File: src/rtl/net_pkg.sv
// net_pkg: shared framing constants, transmit FSM states and one's-complement fold helper
package net_pkg;
  localparam logic [15:0] ETH_TYPE_IPV4 = 16'h0800;
  localparam logic [7:0] IP_PROTO_UDP = 8'h11;
  localparam int ETH_HDR_LEN = 14;
  localparam int IP_HDR_LEN = 20;
  localparam int UDP_HDR_LEN = 8;
  localparam int MIN_FRAME_LEN = 60;
  localparam logic [15:0] MIN_PAY_LEN = 16'(MIN_FRAME_LEN - ETH_HDR_LEN - IP_HDR_LEN - UDP_HDR_LEN);
  typedef enum logic [3:0] {IDLE, QUERY, RESP, TRIG, CSUM, HDR, PAY, FILL, PAD, DROP} state_t;
  function automatic logic [15:0] csum_fold(input logic [19:0] s);
    logic [16:0] t;
    t = 17'(s[15:0]) + 17'(s[19:16]);
    return t[15:0] + 16'(t[16]);
  endfunction
endpackage

File: src/rtl/ip_csum.sv
// ip_csum: combinational folded one's-complement sum of ten 16-bit words (words in, sum out)
module ip_csum
  import net_pkg::*;
(
  input  logic [159:0] words,
  output logic [15:0]  sum
);
  logic [19:0] acc;
  always_comb begin
    acc = '0;
    for (int i = 0; i < 10; i++) acc = acc + 20'(words[16*i +: 16]);
    sum = csum_fold(acc);
  end
endmodule

File: src/rtl/udp_tx.sv
// udp_tx: Ethernet/IPv4/UDP framer; send request + payload stream in, ARP query/trigger side ports, frame byte stream out
module udp_tx
  import net_pkg::*;
#(
  parameter logic [31:0] LOCAL_IP = 32'hC0A8_006E,
  parameter logic [47:0] LOCAL_MAC = 48'hABCD_1234_5678,
  parameter logic [7:0] IP_TTL = 8'd64,
  parameter int ARP_RETRY_MAX = 3
) (
  input  logic        logic_clk,
  input  logic        logic_rst,
  input  logic        udp_treq_valid_in,
  output logic        udp_treq_ready_out,
  input  logic [31:0] udp_tdst_ip_in,
  input  logic [15:0] udp_tsrc_port_in,
  input  logic [15:0] udp_tdst_port_in,
  input  logic [15:0] udp_tlen_in,
  input  logic [7:0]  udp_tdata_in,
  input  logic        udp_tvalid_in,
  output logic        udp_tready_out,
  input  logic        udp_tlast_in,
  output logic        udp_terr_out,
  output logic [31:0] arp_query_ip_out,
  output logic        arp_query_valid_out,
  input  logic        arp_query_ready_in,
  input  logic [47:0] arp_response_mac_in,
  input  logic        arp_response_valid_in,
  output logic        arp_response_ready_out,
  input  logic        arp_response_err_in,
  output logic        trig_arp_qvalid_out,
  output logic [31:0] trig_arp_ip_out,
  input  logic        trig_arp_qready_in,
  output logic [7:0]  net_rtrans_data_out,
  output logic        net_rtrans_valid_out,
  input  logic        net_rtrans_ready_in,
  output logic        net_rtrans_last_out
);
  state_t state;
  logic [31:0] ip;
  logic [47:0] mac;
  logic [15:0] sport, dport, len, ident, csum, pcnt, n, tot_len, udp_len, sum;
  logic [5:0] cnt;
  logic [7:0] retry;
  logic drain, terr, at_len, net_hs;
  logic [335:0] hdr;
  assign tot_len = len + 16'(IP_HDR_LEN + UDP_HDR_LEN);
  assign udp_len = len + 16'(UDP_HDR_LEN);
  assign n = pcnt + 16'd1;
  assign at_len = n == len;
  ip_csum u_csum (
    .words({16'h4500, tot_len, ident, 16'h4000, IP_TTL, IP_PROTO_UDP, 16'h0000, LOCAL_IP, ip}),
    .sum(sum)
  );
  assign hdr = {mac, LOCAL_MAC, ETH_TYPE_IPV4, 16'h4500, tot_len, ident, 16'h4000, IP_TTL,
                IP_PROTO_UDP, csum, LOCAL_IP, ip, sport, dport, udp_len, 16'h0000};
  always_comb begin
    udp_treq_ready_out = state == IDLE && !logic_rst;
    arp_query_valid_out = state == QUERY;
    arp_query_ip_out = ip;
    arp_response_ready_out = state == RESP;
    trig_arp_qvalid_out = state == TRIG;
    trig_arp_ip_out = ip;
    udp_terr_out = terr;
    udp_tready_out = state == PAY ? net_rtrans_ready_in : state == DROP;
    net_rtrans_valid_out = state inside {HDR, FILL, PAD} || (state == PAY && udp_tvalid_in);
    net_rtrans_data_out = state == HDR ? 8'(hdr >> {6'd41 - cnt, 3'b000}) :
                          state == PAY ? udp_tdata_in : 8'h00;
    net_rtrans_last_out = net_rtrans_valid_out &&
                          ((state inside {PAY, FILL} && at_len && len >= MIN_PAY_LEN) ||
                           (state == PAD && n == MIN_PAY_LEN));
    net_hs = net_rtrans_valid_out && net_rtrans_ready_in;
  end
  always_ff @(posedge logic_clk) begin
    if (logic_rst) begin
      state <= IDLE;
      ip <= '0;
      mac <= '0;
      sport <= '0;
      dport <= '0;
      len <= '0;
      ident <= '0;
      csum <= '0;
      pcnt <= '0;
      cnt <= '0;
      retry <= '0;
      drain <= 1'b0;
      terr <= 1'b0;
    end else begin
      terr <= 1'b0;
      case (state)
        IDLE: if (udp_treq_valid_in) begin
          ip <= udp_tdst_ip_in;
          sport <= udp_tsrc_port_in;
          dport <= udp_tdst_port_in;
          len <= udp_tlen_in;
          retry <= '0;
          drain <= 1'b0;
          state <= QUERY;
        end
        QUERY: if (arp_query_ready_in) state <= RESP;
        RESP: if (arp_response_valid_in) begin
          if (!arp_response_err_in) begin
            mac <= arp_response_mac_in;
            state <= CSUM;
          end else if (retry < 8'(ARP_RETRY_MAX)) state <= TRIG;
          else begin
            terr <= 1'b1;
            state <= DROP;
          end
        end
        TRIG: if (trig_arp_qready_in) begin
          retry <= retry + 8'd1;
          state <= QUERY;
        end
        CSUM: begin
          csum <= ~sum;
          state <= HDR;
        end
        HDR: if (net_rtrans_ready_in) begin
          cnt <= cnt == 6'd41 ? 6'd0 : cnt + 6'd1;
          pcnt <= '0;
          if (cnt == 6'd41) state <= PAY;
        end
        // drain remembers that upstream still owes bytes after the frame (and any pad) ends
        PAY: if (net_hs) begin
          pcnt <= n;
          if (at_len) begin
            terr <= !udp_tlast_in;
            drain <= !udp_tlast_in;
            state <= len < MIN_PAY_LEN ? PAD : udp_tlast_in ? IDLE : DROP;
          end else if (udp_tlast_in) begin
            terr <= 1'b1;
            state <= FILL;
          end
        end
        FILL: if (net_rtrans_ready_in) begin
          pcnt <= n;
          if (at_len) state <= len < MIN_PAY_LEN ? PAD : IDLE;
        end
        PAD: if (net_rtrans_ready_in) begin
          pcnt <= n;
          if (n == MIN_PAY_LEN) state <= drain ? DROP : IDLE;
        end
        DROP: if (udp_tvalid_in && udp_tlast_in) state <= IDLE;
        default: state <= IDLE;
      endcase
      if (net_hs && net_rtrans_last_out) begin
        ident <= ident + 16'd1;
        retry <= '0;
      end
    end
  end
endmodule
File: config.mk
export PLATFORM = sky130hd
export DESIGN_NAME = udp_tx
export DESIGN_NICKNAME = d
export VERILOG_FILES = /design/src/rtl/net_pkg.sv /design/src/rtl/ip_csum.sv /design/src/rtl/udp_tx.sv
export SDC_FILE = /design/constraint.sdc
export NUM_CORES = 1
export LEC_CHECK = 0
export ABC_AREA = 1
export ABC_CLOCK_PERIOD_IN_PS = 18400
export CORE_ASPECT_RATIO = 1.75
export CORE_MARGIN = 4
export CORE_UTILIZATION = 58
export CTS_BUF_LIST = sky130_fd_sc_hd__clkbuf_8
export DETAILED_ROUTE_END_ITERATION = 8
export PLACE_DENSITY_LB_ADDON = 0.2
export SLEW_MARGIN = 20
export SYNTH_ARGS = -nofsm -noshare
export SYNTH_HDL_FRONTEND = slang
export SYNTH_SLANG_ARGS = --single-unit
File: constraint.sdc
create_clock -name logic_clk -period 18.4 [get_ports logic_clk]
set_input_delay 3.68 -clock logic_clk [delete_from_list [all_inputs] [get_ports logic_clk]]
set_output_delay 3.68 -clock logic_clk [all_outputs]
set_load 0.02 [all_outputs]
## Yosys cells after proc, flatten, opt, wreduce, memory -nomap -nowiden

Index checks and enable logic that the tools add are counted.

| cells by class | value |
|---|---|
| muxes and demuxes | 43 |
| reductions and logical operators | 28 |
| bitwise logic cells | 2 |
| $add $sub $neg | 17 |
| eq/ne operators | 27 |
| shifts and indexed selects | 1 |
| magnitude comparators | 3 |

Operator list:

| cell | count |
|---|---|
| 336-bit by 9-bit right shift with 8-bit output | 1 |
| 4-bit 2-to-1 mux | 20 |
| 20-bit by 15-bit adder with 20-bit output (second input constant) | 3 |
| 16-bit 2-to-1 mux | 3 |
| 16-bit one-hot mux with 3 select lines | 1 |
| 20-bit by 16-bit adder with 20-bit output | 2 |
| 4-bit one-hot mux with 10 select lines | 1 |
| 16-bit by 1-bit adder with 16-bit output (second input constant) | 2 |
| 8-bit 2-to-1 mux | 4 |
| 20-bit by 16-bit adder with 20-bit output (second input constant) | 1 |
| 20-bit by 7-bit adder with 20-bit output (second input constant) | 1 |
| 16-bit by 16-bit adder with 17-bit output | 1 |
| 16-bit by 4-bit adder with 17-bit output | 1 |
| 16-bit by 1-bit adder with 16-bit output | 1 |
| 16-bit by 4-bit adder with 16-bit output (second input constant) | 1 |
| 16-bit by 5-bit adder with 16-bit output (second input constant) | 1 |
| 16-bit == test | 1 |
| 16-bit by 5-bit == test with 1-bit output (second input constant) | 1 |
| 4-bit by 3-bit == test with 1-bit output (second input constant) | 4 |
| 16-bit by 5-bit greater-or-equal comparator with 1-bit output (second input constant) | 1 |
| 16-bit by 5-bit < comparator with 1-bit output (second input constant) | 1 |
| 2-bit != test (second input constant) | 8 |
| 16-bit NOT | 1 |
| 8-bit one-hot mux with 2 select lines | 1 |
| 25 further kinds | 59 |

| word-level totals | value |
|---|---|
| flip-flop bits (word level) | 196 |
| output and inout bits | 80 |
| bits of input ports | 146 |
| word-level logic and storage cells | 134 |

## Depth between registers and ports, before layout

Gate-level depths: netlist (run 1).

| depth | value |
|---|---|
| word-level depth | 11 |
| gate-level depth with buffers | 50 |
| gate-level depth less buffers | 50 |

## Cells and area by module

A second synthesis (run 1) with hierarchy kept.

| second synthesis, totals | value |
|---|---|
| cells, all modules | 2,419 |
| area, all modules | 16,612.2 um^2 |

Modules (own cells, without submodules):

| module | sequential area each (um^2) | instances | area each (um^2) | cells an instance |
|---|---|---|---|---|
| udp_tx | 3,923.8 | 1 | 11,212.0 | 1,723 |
| ip_csum | 0.0 | 1 | 5,400.2 | 696 |

## Worst setup path after synthesis (run 1)

OpenSTA, ideal clock, no wires.

| timing | value |
|---|---|
| path type | input -> output |
| start point | in logic_rst |
| end point | out udp_treq_ready_out |
| stages on the path | 3 |
| required time | 14,720 ps |
| slack | 10,366 ps |
| arrival time | 4,354 ps |
| path buffers | 2 |
| path through | clkbuf_1 clkbuf_1 nor2_1 |

| between the ends | value |
|---|---|
| cells in the longest elaborated chain, start to end | 2 |

Ends and longest elaborated chain:

| what | RTL line | text |
|---|---|---|
| from (decl) | udp_tx.sv:11 | `input logic logic_rst,` |
| 1-bit zero test | udp_tx.sv:57 | `udp_treq_ready_out = state == IDLE && !logic_rst;` |
| 1-bit logical AND | udp_tx.sv:57 |  |
| to (decl) | udp_tx.sv:13 | `output logic udp_treq_ready_out,` |

Every way passes these cells.

## Final worst setup path (run 1)

| timing | value |
|---|---|
| start point | in net_rtrans_ready_in |
| end point | out udp_tready_out |

| between the ends | value |
|---|---|
| cells in the longest elaborated chain, start to end | 1 |

Ends and longest elaborated chain:

| what | RTL line | text |
|---|---|---|
| from (decl) | udp_tx.sv:35 | `input logic net_rtrans_ready_in,` |
| 1-bit 2-to-1 mux | udp_tx.sv:64 | `udp_tready_out = state == PAY ? net_rtrans_ready_in : state == DROP;` |
| to (decl) | udp_tx.sv:20 | `output logic udp_tready_out,` |

Every way passes these cells.

==> results of run 1 <==
==> state kept, by name (all words and copies together), names as in the netlist <==
register / count
cnt: 6
sport: 16
drain: 1
len: 16
csum: 16
state: 4
udp_terr_out: 1
pcnt: 16
dport: 16
ident: 16
retry: 8
mac: 48
arp_query_ip_out: 32
==> final timing paths <==
check | from | end | slack [ns] | cells after the start
setup / recovery | net_rtrans_ready_in | udp_tready_out | 9.63 | 4
setup reg to reg | arp_query_ip_out[16]$_SDFFE_PP0P_ | csum[15]$_SDFFE_PP0P_ | 10.18 | 49
hold / removal | mac[7]$_SDFFE_PP0P_ | mac[7]$_SDFFE_PP0P_ | 0.45 | 2
hold reg to reg | mac[7]$_SDFFE_PP0P_ | mac[7]$_SDFFE_PP0P_ | 0.45 | 2
==> through the flow <==
step | total power [mW] | hold WS [ns] | worst slack (ns) | cells | utilization [%]
global route | 2.79 | 0.479 | 9.31 | 2644 | 69.8
detailed placement | 2.23 | 0.438 | 9.63 | 2612 | 67.9
global placement | 2.17 | 0.429 | 9.66 | 2612 | 67.9
CTS | 2.54 | 0.453 | 9.63 | 2644 | 69.8
finish | 2.57 | 0.451 | 9.63 | 2644 | 69.8
floorplan | 1.75 | 0.420 | 10.37 | 2190 | -
==> Yosys cell counts, types with 18 or more instances <==
cell / count
ha_1: 71
nor2_1: 165
dfxtp_1: 196
o22ai_1: 19
xor2_1: 31
nand4_1: 31
nor3_1: 33
buf_4: 34
nand3_1: 141
a22oi_1: 26
clkbuf_1: 81
o21ai_0: 200
fa_1: 18
inv_1: 331
a21oi_1: 239
nand2_1: 419
==> logic make-up after synthesis <==
group	share of synthesized area (%)
AO/OA/AOI/OAI	21.5
buffers and inverters	13.3
AND/OR/NAND/NOR	25.8
XOR/XNOR	2.93
flip-flops	27.7
adder cells (fa/ha/maj)	8.81
==> per-layer routing <==
metal / track usage (%) / wire length, um / part of all wire [%]
met4: 30.3 / 5000 / 9.3
met2: 67.3 / 26600 / 50
met3: 5.96 / 3360 / 6.3
met5: 0 / 0 / 0
met1: 40.1 / 18500 / 35
==> power by group <==
part | internal (mW) | switching [mW]
clock | 0.131 | 0.183
combinational | 0.570 | 1.13
sequential | 0.489 | 0.0716
total | 1.19 | 1.38
==> final cells by class <==
class / count / area (um^2)
clock buffers: 18 / 248
clock inverters: 14 / 193
fillers: 2103 / 7260
inverters: 340 / 1280
multi-input cells: 1530 / 8390
flip-flops and latches: 196 / 3930
well taps: 308 / 385
repair buffers: 238 / 2340
==> tightest hold or removal path: stages, from the launching register on <==
cell and delay, ns:
dfxtp_1 0.32, inv_1 0.04, a21oi_1 0.05
==> results.txt, run 1 <==
outcome: complete, no violations
first-pass GRT wire length: 81800 um
core area: 24000 um^2
DIE AREA: 27100 um^2
FP Rows: 75
Max IR drop VDD: 124 uV
cell-by-cell trace of the critical path: clkdlybuf4s50_1 -> inv_1 -> o21ai_0 -> clkdlybuf4s50_1
CP Data Arrival Time: 5.09 ns
max-slew violation count: 0
Root Driver: clkbuf_8
Max FO, Critical Path: 4
asr flop ratio synth: 0%
Clock Latency Late Sink: 0.53 ns
hold crit path type: flip-flop to flip-flop
clock buffer depth: 2
Main synth FF type: dfxtp_1
detailed placer's ending HPWL: 41700 um
slowest cell on the critical path: clkdlybuf4s50_1
worst clock skew: 0.0141 ns
normalized max-slew margin: 27.1%
largest net degree at the start of global routing: 122
number of synthesized flops with an enable pin: 0
Post-Synthesis Cells: 2190
Synth top area share: 27.7%
CP peak stage delay: 0.62 ns
Setup CP Type: input pin to primary output
Routed WL: 53400 um
Period minus WS final: 8.77 ns
final hold violations: 0
Routed Antenna Nets: 0
Congestion Overflow GR: 0
post-synth top area cell: dfxtp_1
initial antenna violation count: 0
WL/cell: 20.2 um
CP most frequent cell: clkdlybuf4s50_1
endpoint class of the critical path: primary output
vias in the first global route: 15500
Yosys reg bits: 196
vias per cell: 5.95
Synth Area per Inst: 6.48 um^2
syn_nets: 2425
Worst Setup Start Kind: input pin
I/O pin total: 226
max-cap violations: 0
post-route cell area: 16800 um^2
layout cells sized above 1: 4.20%
Pwr per Cell Area: 153 nW/um^2
CTS clk-pin slew, worst paths: 0.10 ns
Initial Util: 59.0%
unrepaired setup endpoints after global routing: false
Netlist cell types: 56
Worst-Margin Slew: 1.09 ns
final setup TNS: 0 ns
P_leak: 7.24 nW
Worst path top cell family by delay: buffers and inverters
global-route usage over all layers: 38.4%
most frequent cells in the layout: nand2_1, inv_1, a21oi_1, clkdlybuf4s50_1, o21ai_0
fmax: 0.114 GHz
IO Port Bufs: 225
Die Height: 215 um
drt first-iter violations: 1256
TritonCTS clock tree: done
post-CTS setup buffers: 0
Routability Congestion: 1.03
hold buffers post-CTS: 0
CTS H-tree depth: 4
final cycle utilization of the critical path: 47.7%
Area Overhead vs Synth: 18.2%
CTS resizes: 0
top cells by area, synth: dfxtp_1, nand2_1, inv_1, a21oi_1, o21ai_0
CP Buf/Inv Count: 3
TritonCTS buffer count: 17
Sink Count: 196
synthesized area: 14200 um^2
Ys Warns: 0
Vias: 15700
DRT Pass-1 Iters: 9
most common cell after layout, fill and taps aside: nand2_1
sequential-to-total area share from yosys stat: 27.7%
Layout Nets: 2558
Setup-failing EPs final: 0
DRC Markers: 0
Placed Area: 16300 um^2
die span in x: 126 um
ANT cells: 0
CP required: 14.72 ns
Note: power is estimated with default switching activity, not from simulation.
==> inputs of run 2 (changes only) <==
- ABC_CLOCK_PERIOD_IN_PS: 18400 -> 7900
- CORE_UTILIZATION: 58 -> 51
- clock period: 18.4 -> 7.9 ns (I/O delays scaled with it)
==> results.txt, run 2 (synthesis results as in run 1) <==
outcome: complete, no violations (unchanged)
CP Buf/Inv Count: 6 (was 3)
CTS H-tree depth: 4 (unchanged)
worst reg2reg setup slack: 0.45 ns (was 10.18 ns)
critical path startpoint: len[3]$_SDFFE_PP0P_ (was net_rtrans_ready_in)
I/O pin total: 226 (unchanged)
final cycle utilization of the critical path: 94.3%
ANT cells: 0 (unchanged)
CTS clk-pin slew, worst paths: 0.12 ns (was 0.10 ns)
Worst-Margin Slew: 1.03 ns (was 1.09 ns)
endpoint class of the critical path: flip-flop (was primary output)
DR top layer: met4 (unchanged)
largest net degree at the start of global routing: 107 (was 122)
final hold violations: 0 (unchanged)
Period minus WS final: 7.45 ns
Hold Startpoint: mac[2]$_SDFFE_PP0P_ (was mac[7]$_SDFFE_PP0P_)
Area Overhead vs Synth: 20.9% (was 18.2%)
Max FO, Critical Path: 6 (was 4)
DRT Pass-1 Iters: 6 (was 9)
FP Rows: 80 (was 75)
Routability Congestion: 1.01 (was 1.03)
Routed Antenna Nets: 0 (unchanged)
Worst Setup Start Kind: flip-flop (was input pin)
layout cells sized above 1: 6.54% (was 4.20%)
Sink Count: 196 (unchanged)
most common cell after layout, fill and taps aside: nand2_1 (unchanged)
hold buffers post-CTS: 0 (unchanged)
worst r2r path cells: 44 (was 49)
Routed WL: 53300 um (was 53400 um)
TritonCTS buffer count: 17 (unchanged)
final setup TNS: 0 ns (unchanged)
DIE AREA: 30600 um^2 (was 27100 um^2)
Worst Hold End: mac[2]$_SDFFE_PP0P_ (was mac[7]$_SDFFE_PP0P_)
M1 wire length: 19200 um (was 18500 um)
first-pass GRT wire length: 80500 um (was 81800 um)
drt first-iter violations: 1106 (was 1256)
P_leak: 7.31 nW (was 7.24 nW)
vias per cell: 5.64 (was 5.95)
DRC Markers: 0 (unchanged)
Pwr per Cell Area: 361 nW/um^2 (was 153 nW/um^2)
Clock Latency Late Sink: 0.52 ns (was 0.53 ns)
core area: 27300 um^2 (was 24000 um^2)
CP Data Arrival Time: 7.87 ns (was 5.09 ns)
Max IR drop VDD: 430 uV (was 124 uV)
normalized max-slew margin: 31.2% (was 27.1%)
IO Port Bufs: 225 (unchanged)
initial antenna violation count: 0 (unchanged)
Setup CP Type: flip-flop to flip-flop (was input pin to primary output)
die span in x: 134 um (was 126 um)
most frequent cells in the layout: nand2_1, inv_1, a21oi_1, clkdlybuf4s50_1, o21ai_0 (unchanged)
Die Height: 229 um (was 215 um)
hold depth: 2 (unchanged)
max-cap violations: 0 (unchanged)
Layout Nets: 2576 (was 2558)
CP most frequent cell: nand2_1 (was clkdlybuf4s50_1)
hold crit path type: flip-flop to flip-flop (unchanged)
fmax: 0.134 GHz
max-slew violation count: 0 (unchanged)
met2 wire len: 26400 um (was 26600 um)
reg2reg end: csum[10]$_SDFFE_PP0P_ (was csum[15]$_SDFFE_PP0P_)
metal3 WL: 2850 um (was 3360 um)
global-route usage over all layers: 33.7% (was 38.4%)
vias in the first global route: 14800 (was 15500)
Vias: 15400 (was 15700)
slowest cell on the critical path: xor2_1 (was clkdlybuf4s50_1)
worst clock skew: 0.0137 ns (was 0.0141 ns)
CP peak stage delay: 0.53 ns (was 0.62 ns)
max reg flops: 48 (unchanged)
Root Driver: clkbuf_8 (unchanged)
Layout Cells excl Fill: 2723 (was 2644)
Initial Util: 51.9% (was 59.0%)
Biggest register: mac (unchanged)
Worst path top cell family by delay: simple AND/OR/NAND/NOR gates (was buffers and inverters)
Placed Instances: 2685 (was 2612)
detailed placer's ending HPWL: 42100 um (was 41700 um)
CP required: 8.32 ns (was 14.72 ns)
FF-to-FF Start: len[3]$_SDFFE_PP0P_ (was arp_query_ip_out[16]$_SDFFE_PP0P_)
Congestion Overflow GR: 0 (unchanged)
Setup-failing EPs final: 0 (unchanged)
TritonCTS clock tree: done (unchanged)
clock buffer depth: 2 (unchanged)
WL/cell: 19.6 um (was 20.2 um)
## run 2: changes by cell type in the layout (fill, tap and decap cells not counted), moves of 4 or more
cell | before | now
nor2_1 | 165 | 159
a21oi_1 | 239 | 232
buf_4 | 13 | 31
ha_1 | 71 | 62
ha_4 | 0 | 5
o21ai_0 | 200 | 196
ha_2 | 0 | 4
a21oi_2 | 1 | 7
## run 2: per-layer routing
metal | up-vias | GRT usage [%]
met1 | 7096 | 35.4
li1 | 7477 | -
met2 | 581 | 59.2
met5 | - | 0
met3 | 212 | 5.46
met4 | 0 | 25.5
## run 2: per-stage QoR
| stage | cell area (um^2) | hold WS [ns] | power (mW) | utilization (%) | setup slack [ns] |
|---|---|---|---|---|---|
| 6_report | 17100 | 0.452 | 6.18 | 62.7 | 0.452 |
| 2_1_floorplan | 14200 | 0.420 | 4.07 | - | 0.708 |
| 3_5_place_dp | 16500 | 0.436 | 5.27 | 60.3 | -0.133 |
| 4_1_cts | 16900 | 0.452 | 5.96 | 61.8 | 0.0583 |
| 5_1_grt | 17100 | 0.475 | 6.70 | 62.7 | -0.0375 |
| 3_3_place_gp | 16500 | 0.431 | 5.22 | 60.3 | 0.124 |
## run 2: worst max-delay path by stage
| stage | end | slack (ns) | cells past startpoint |
|---|---|---|---|
| finish | csum[10]$_SDFFE_PP0P_ | 0.45 | 44 |
| global route | csum[15]$_SDFFE_PP0P_ | -0.04 | 45 |
| CTS | csum[10]$_SDFFE_PP0P_ | 0.06 | 48 |
| detailed placement | csum[10]$_SDFFE_PP0P_ | -0.13 | 48 |
| global placement | csum[10]$_SDFFE_PP0P_ | 0.12 | 48 |
| floorplan | csum[15]$_SDFFE_PP0P_ | 0.71 | 49 |
## run 2: report_power, final
group | internal (mW) | switching [mW]
sequential | 1.14 | 0.140
combinational | 1.42 | 2.81
clock | 0.238 | 0.432
## run 2: area by class of cell
class,instances,area [um^2]
Clock buffer,17,234
Clock inverter,15,170
Fill cell,2627,10200
Inverter,340,1280
Multi-Input combinational cell,1530,8590
Sequential cell,196,3930
Tap cell,369,462
Timing Repair Buffer,256,2480
## run 2: repair_timing
item | 4_1_cts | 5_1_grt
gates resized for setup | 3 | 45
setup buffers | 0 | 6
hold endpoints to repair | 0 | 0
endpoints found under the setup margin | 5 | 10
pin swaps | 0 | 12
## run 2: worst reg2reg max path, delay by kind of cell (launching register included)
kind	cells	cell delay (ns)
AO/OA/AOI/OAI	3	0.48
buffers and inverters	6	0.47
XOR/XNOR	2	0.67
adder cells (fa/ha/maj)	7	2.09
flip-flops	1	0.45
AND/OR/NAND/NOR	26	3.20
==> RTL edit 1, RTL diff (settings of run 1) <==
One comparison of `cnt` changes from == to >=.
--- a/src/rtl/udp_tx.sv
+++ b/src/rtl/udp_tx.sv
@@ -119,7 +119,7 @@
         HDR: if (net_rtrans_ready_in) begin
           cnt <= cnt == 6'd41 ? 6'd0 : cnt + 6'd1;
           pcnt <= '0;
-          if (cnt == 6'd41) state <= PAY;
+          if (cnt >= 6'd41) state <= PAY;
         end
         // drain remembers that upstream still owes bytes after the frame (and any pad) ends
         PAY: if (net_hs) begin
Formal check against the unedited RTL: no difference found for any inputs over 4 cycles, from zero or initial values and one cycle with logic_rst high; that may be too few to reach the edited logic, so the function may still have changed.
==> RTL edit 1 against run 1 <==
Power increased by 5.7%. Sequential cell count unchanged. Wire length shrank 5.6%. Design area increased by 0.49%. Via count about the same. Largest cell class unchanged. Register-to-register slack improved by 0.24 ns. Highest routed layer unchanged. Critical endpoint is now udp_treq_ready_out. Sequential share of layout area shrank 0.11 points. Synthesized area is 0.43% higher. Worst setup slack lost 0.088 ns. Clock skew grew 0.0031 ns. Largest power group unchanged. Die area increased by 0.41%. Critical path type unchanged. Count of clock-buffer cells in the layout decreased by 1.
==> RTL edit 1: results (changes against run 1) <==
Outcome
  • Status: complete, no violations (unchanged)

Synth
  • Post-Synth Adder-Cell Area: 0.0877 (was 0.0881)
  • Post-synthesis mux area share: 0 (unchanged)
  • Post-synthesis compound-gate area fraction: 0.208 (was 0.215)
  • Synth Warn #: 0 (unchanged)
  • Unique cell type count in the Yosys netlist: 52 (was 56)
  • Sequential cell area fraction in the yosys report: 0.275 (was 0.277)
  • Post-Synthesis Cells: 2240 (was 2190)
  • Most frequent cells after synthesis: nand2_1, inv_1, nor2_1 (was nand2_1, inv_1, a21oi_1)
  • Syn Nets: 2475 (was 2425)
  • Synth area leaders: dfxtp_1, nand2_1, inv_1 (unchanged)
  • Post-Synth XOR/XNOR Area: 0.0203 (was 0.0293)
  • Asr flop ratio synth: 0 (unchanged)

CTS
  • Post-CTS sizing: 0 (unchanged)
  • Worst-skew pair later-pin latency: 0.53 ns (about the same)
  • H-tree level count: 4 (unchanged)
  • Post-CTS Setup Inserts: 0 (unchanged)
  • Cts bufs inserted: 17 (unchanged)
  • Clock Path Buffers: 2 (unchanged)
  • Clock Tree Root: clkbuf_8 (unchanged)

Worst setup path
  • Worst-path fanout max: 32 (was 4)
  • Largest stage delay, worst path: 0.55 ns (was 0.62 ns)
  • R2R Setup Slk: 10.42 ns (was 10.18 ns)
  • Reg-to-Reg Start: arp_query_ip_out[0] (was arp_query_ip_out[16])
  • Top delay family on crit path: buffers and inverters (unchanged)
  • CP startpoint: logic_rst (was net_rtrans_ready_in)
  • Reg2Reg Depth: 48 (was 49)
  • Crit path DAT: 5.18 ns (was 5.09 ns)
  • CP Capture Point: udp_treq_ready_out (was udp_tready_out)
  • Reg2reg end: csum[15] (unchanged)

Hold path
  • Hold Startpoint: mac[5] (was mac[7])
  • Hold Path End: mac[5] (was mac[7])
  • Min-Delay Path Class: reg -> reg (unchanged)
  • Worst hold path cell count: 2 (unchanged)

Layout
  • Layout cells sized above 1: 0.0406 (was 0.0420)
  • Nets@finish: 2610 (was 2558)
  • Most flops, register: mac (unchanged)
  • N_diodes: 0 (unchanged)
  • Layout Cells excl Fill: 2696 (was 2644)

Global routing
  • Largest net degree at the start of global routing: 97 (was 122)
  • Initial antenna violation count: 0 (unchanged)
  • Vias in the first global route: 15400 (was 15500)
  • GRT Total Usage: 0.363 (was 0.384)
  • First-pass GRT wire length: 78900 um (was 81800 um)
  • GRT overflow: 0 (unchanged)

Timing
  • Relative slew slack: 0.318 (was 0.271)
  • Final Skew: 0.0172 ns (was 0.0141 ns)
  • Hold_ws: 0.457 ns (was 0.451 ns)
  • Fin. Hold Viols: 0 (unchanged)

Placed design
  • Global placer's final weighted congestion: 1.02 (was 1.03)
  • Hpwl dp: 39300 um (was 41700 um)

Route
  • DRT iter0 DRCs: 1345 (was 1256)
  • Vias per cell: 5.84 (was 5.95)
  • Final WL: 50400 um (was 53400 um)
  • 1st-pass router iterations: 9 (unchanged)

Power
  • Leakage: 7.32 nW (was 7.24 nW)
  • VDD IR max: 0.125 mV (was 0.124 mV)
  • Sw frac: 0.547 (was 0.537)
## RTL edit 1: cell count changes after synthesis, sizes merged, moves of 4 or more
cell and delta:
xnor2 -4, o31ai -4, nand3 -4, o21ai +20, o22ai -7, a21oi -44, o211ai +5, nand2 +10
nor2 +86, a221oi +5, a31oi -7, xor2 -7
## RTL edit 1: per-stage QoR
stage | setup slack [ns] | utilization | cell area, sq um
finish | 9.54 | 0.698 | 16800
global route | 9.49 | 0.698 | 16800
CTS | 9.55 | 0.698 | 16800
detailed placement | 9.56 | 0.680 | 16400
global placement | 9.57 | 0.680 | 16400
floorplan | 10.51 | - | 14200
## RTL edit 1: layer usage
layer | up-vias | global-route usage | routed length [um]
li1 | 7572 | - | -
met1 | 7202 | 0.389 | 18000
met2 | 747 | 0.637 | 25200
met3 | 226 | 0.0571 | 3090
met4 | 0 | 0.263 | 4100
met5 | - | 0 | 0
## RTL edit 1: cell type report
type | count | area, sq um
Clock buffer | 17 | 234
Timing Repair Buffer | 237 | 2340
Multi-Input combinational cell | 1582 | 8460
Sequential cell | 196 | 3930
Tap cell | 308 | 385
Clock inverter | 15 | 209
Fill cell | 2130 | 7280
Inverter | 341 | 1280
## RTL edit 1: power by group through the flow
stage / logic, W / clock network (W) / registers (W)
CTS: 0.00183 / 0.000305 / 0.000564
global route: 0.00209 / 0.000321 / 0.000574
global placement: 0.00177 / 0 / 0.000572
detailed placement: 0.00182 / 0 / 0.000573
floorplan: 0.00132 / 0 / 0.000559
finish: 0.00184 / 0.000305 / 0.000569
## RTL edit 1: cells by family (layout without fill, tap and decap cells)
family,Yosys count,after routing
flops,196,196
compound gates,530,530
fa+ha+maj,89,89
simple gates,930,930
xor+xnor,33,33
buf+inv,462,610
==> RTL edit 2, RTL diff (settings of run 1) <==
Without the edit above. The parameter `LOCAL_IP` goes from 32'hC0A8_006E to 32'h60540037.
--- a/src/rtl/udp_tx.sv
+++ b/src/rtl/udp_tx.sv
@@ -2,7 +2,7 @@
 module udp_tx
   import net_pkg::*;
 #(
-  parameter logic [31:0] LOCAL_IP = 32'hC0A8_006E,
+  parameter logic [31:0] LOCAL_IP = 32'h60540037,
   parameter logic [47:0] LOCAL_MAC = 48'hABCD_1234_5678,
   parameter logic [7:0] IP_TTL = 8'd64,
   parameter int ARP_RETRY_MAX = 3
Formal check against the unedited RTL: no difference found for any inputs over 4 cycles, from zero or initial values and one cycle with logic_rst high; that may be too few to reach the edited logic, so the function may still have changed.
==> RTL edit 2 against run 1 <==
Wire length fell by 6.9%. Power barely moved. Synthesized area rose by 0.23%. Worst setup slack got worse by 0.30 ns. Critical path type unchanged. Register-to-register slack improved by 0.05 ns. Sequential cell count did not move. Design area barely moved. Via count fell by 0.96%. Largest cell class unchanged. Sequential power fell by 1%.
==> RTL edit 2: results (changes against run 1) <==
Placed design
  • Post-Place Worst Slack: 9.38 ns (was 9.63 ns)
  • Port Buffers: 225 (unchanged)
  • Hpwl dp: 39000 um (was 41700 um)
  • Global placer's final weighted congestion: 1.04 (was 1.03)

Hold path
  • Min-Delay Path Class: reg -> reg (unchanged)
  • Hold Path End: mac[33] (was mac[7])
  • Hold Startpoint: mac[33] (was mac[7])
  • Worst hold path cell count: 2 (unchanged)

Worst setup path
  • Reg2reg end: csum[14] (was csum[15])
  • Worst-path fanout max: 4 (unchanged)
  • Reg2Reg Depth: 46 (was 49)
  • R2R Setup Slk: 10.23 ns (was 10.18 ns)
  • Reg-to-Reg Start: len[2] (was arp_query_ip_out[16])
  • Crit path DAT: 5.40 ns (was 5.09 ns)

Layout
  • N_diodes: 0 (unchanged)
  • Layout cells sized above 1: 0.0359 (was 0.0420)
  • Filler cells: 2132 (was 2103)
  • Most flops, register: mac (unchanged)
  • Nets@finish: 2585 (was 2558)
  • Largest register FFs: 48 (unchanged)
  • Commonest non-fill, non-tap cell in the layout: nand2_1 (unchanged)

CTS
  • Clk slew on worst S/H paths: 0.11 ns
  • Worst-skew pair later-pin latency: 0.53 ns (about the same)
  • H-tree level count: 4 (unchanged)
  • Clock Path Buffers: 2 (unchanged)
  • Cts bufs inserted: 17 (unchanged)
  • Post-CTS Setup Inserts: 0 (unchanged)
  • Post-CTS sizing: 0 (unchanged)
  • Clock Tree Root: clkbuf_8 (unchanged)

Route
  • Average wire per standard cell: 18.6 um (was 20.2 um)
  • 1st-pass router iterations: 8 (was 9)
  • DRT iter0 DRCs: 1205 (was 1256)
  • Vias per cell: 5.83 (was 5.95)

Synth
  • Synth area leaders: dfxtp_1, nand2_1, inv_1 (unchanged)
  • Synth Warn #: 0 (unchanged)
  • Asr flop ratio synth: 0 (unchanged)
  • Sequential cell area fraction in the yosys report: 0.276 (was 0.277)
  • Most frequent cells after synthesis: nand2_1, inv_1, a21oi_1 (unchanged)
  • Unique cell type count in the Yosys netlist: 51 (was 56)
  • Main flop type after synthesis: dfxtp_1 (unchanged)
  • Syn Nets: 2451 (was 2425)

Timing
  • Worst-margin pin slew: 0.925 ns (was 1.09 ns)
  • Final Skew: 0.0210 ns (was 0.0141 ns)

Global routing
  • First-pass GRT wire length: 77400 um (was 81800 um)
  • Vias in the first global route: 15300 (was 15500)
  • Largest net degree at the start of global routing: 104 (was 122)
  • GRT Total Usage: 0.356 (was 0.384)
  • Initial antenna violation count: 0 (unchanged)

Power
  • VDD IR max: 0.126 mV (was 0.124 mV)
  • Leakage: 7.24 nW (about the same)

Outcome
  • Status: complete, no violations (unchanged)
-- RTL edit 2: changes by cell type after synthesis, sizes merged, moves of 3 or more --
cell	change
nand2	+24
nor2	+21
nand4	+8
o21ai	-7
nor3	-6
o22ai	-5
o211ai	+4
o21bai	+4
ha	-3
inv	-3
nand3	+3
-- RTL edit 2: layer usage --
metal | up-vias | part of all wire | track usage
li1 | 7540 | - | -
met1 | 7143 | 0.36 | 0.385
met2 | 702 | 0.50 | 0.623
met3 | 206 | 0.063 | 0.0514
met4 | 0 | 0.077 | 0.259
met5 | - | 0 | 0
-- RTL edit 2: cells by family (layout without fill, tap and decap cells) --
kind of cell               count (synthesis)  in the layout  share of synthesized area
DFF                                      196            196                      0.276
adders and majority gates                 87             87                     0.0866
AOI/OAI and AO/OA                        547            547                      0.212
xor gates and xnor gates                  43             43                     0.0270
buffers and inverters                    459            606                      0.132
and+or+nand+nor                          886            886                      0.266
-- RTL edit 2: per-stage QoR --
stage	cells	instance area [sq um]	hold WS, ns	utilization
after floorplan	2218	14200	0.420	-
after global placement	2641	16400	0.429	0.681
after detailed placement	2641	16400	0.437	0.681
after CTS	2673	16800	0.452	0.698
after global routing	2673	16800	0.468	0.698
final	2673	16800	0.453	0.698
-- RTL edit 2: worst max path at each step --
stage / startpoint / end / slack, ns
global route: udp_tvalid_in / net_rtrans_valid_out / 9.33
finish: udp_tvalid_in / net_rtrans_valid_out / 9.32
floorplan: logic_rst / udp_treq_ready_out / 10.36
CTS: udp_tvalid_in / net_rtrans_valid_out / 9.38
global placement: udp_tvalid_in / net_rtrans_valid_out / 9.38
detailed placement: udp_tvalid_in / net_rtrans_valid_out / 9.38
-- RTL edit 2: power by group --
group          switching (W)  total, W  internal (W)
Sequential         0.0000675  0.000552      0.000485
Clock               0.000179  0.000295      0.000117
Combinational        0.00116   0.00172      0.000565
Total                0.00140   0.00257       0.00117
-- RTL edit 2: area by class of cell --
type | instances | area (sq um) | share of cell area
multi-input cells | 1563 | 8430 | 0.503
flip-flops and latches | 196 | 3930 | 0.234
repair buffers | 238 | 2340 | 0.140
inverters | 336 | 1260 | 0.0753
well taps | 308 | 385 | 0.0230
clock buffers | 18 | 248 | 0.0148
clock inverters | 14 | 169 | 0.0101
-- RTL edit 2: critical path, cell delays in order --
cell and delay [ns]:
clkdlybuf4s50_1 0.42, a21oi_1 0.47, inv_1 0.23, clkdlybuf4s50_1 0.59
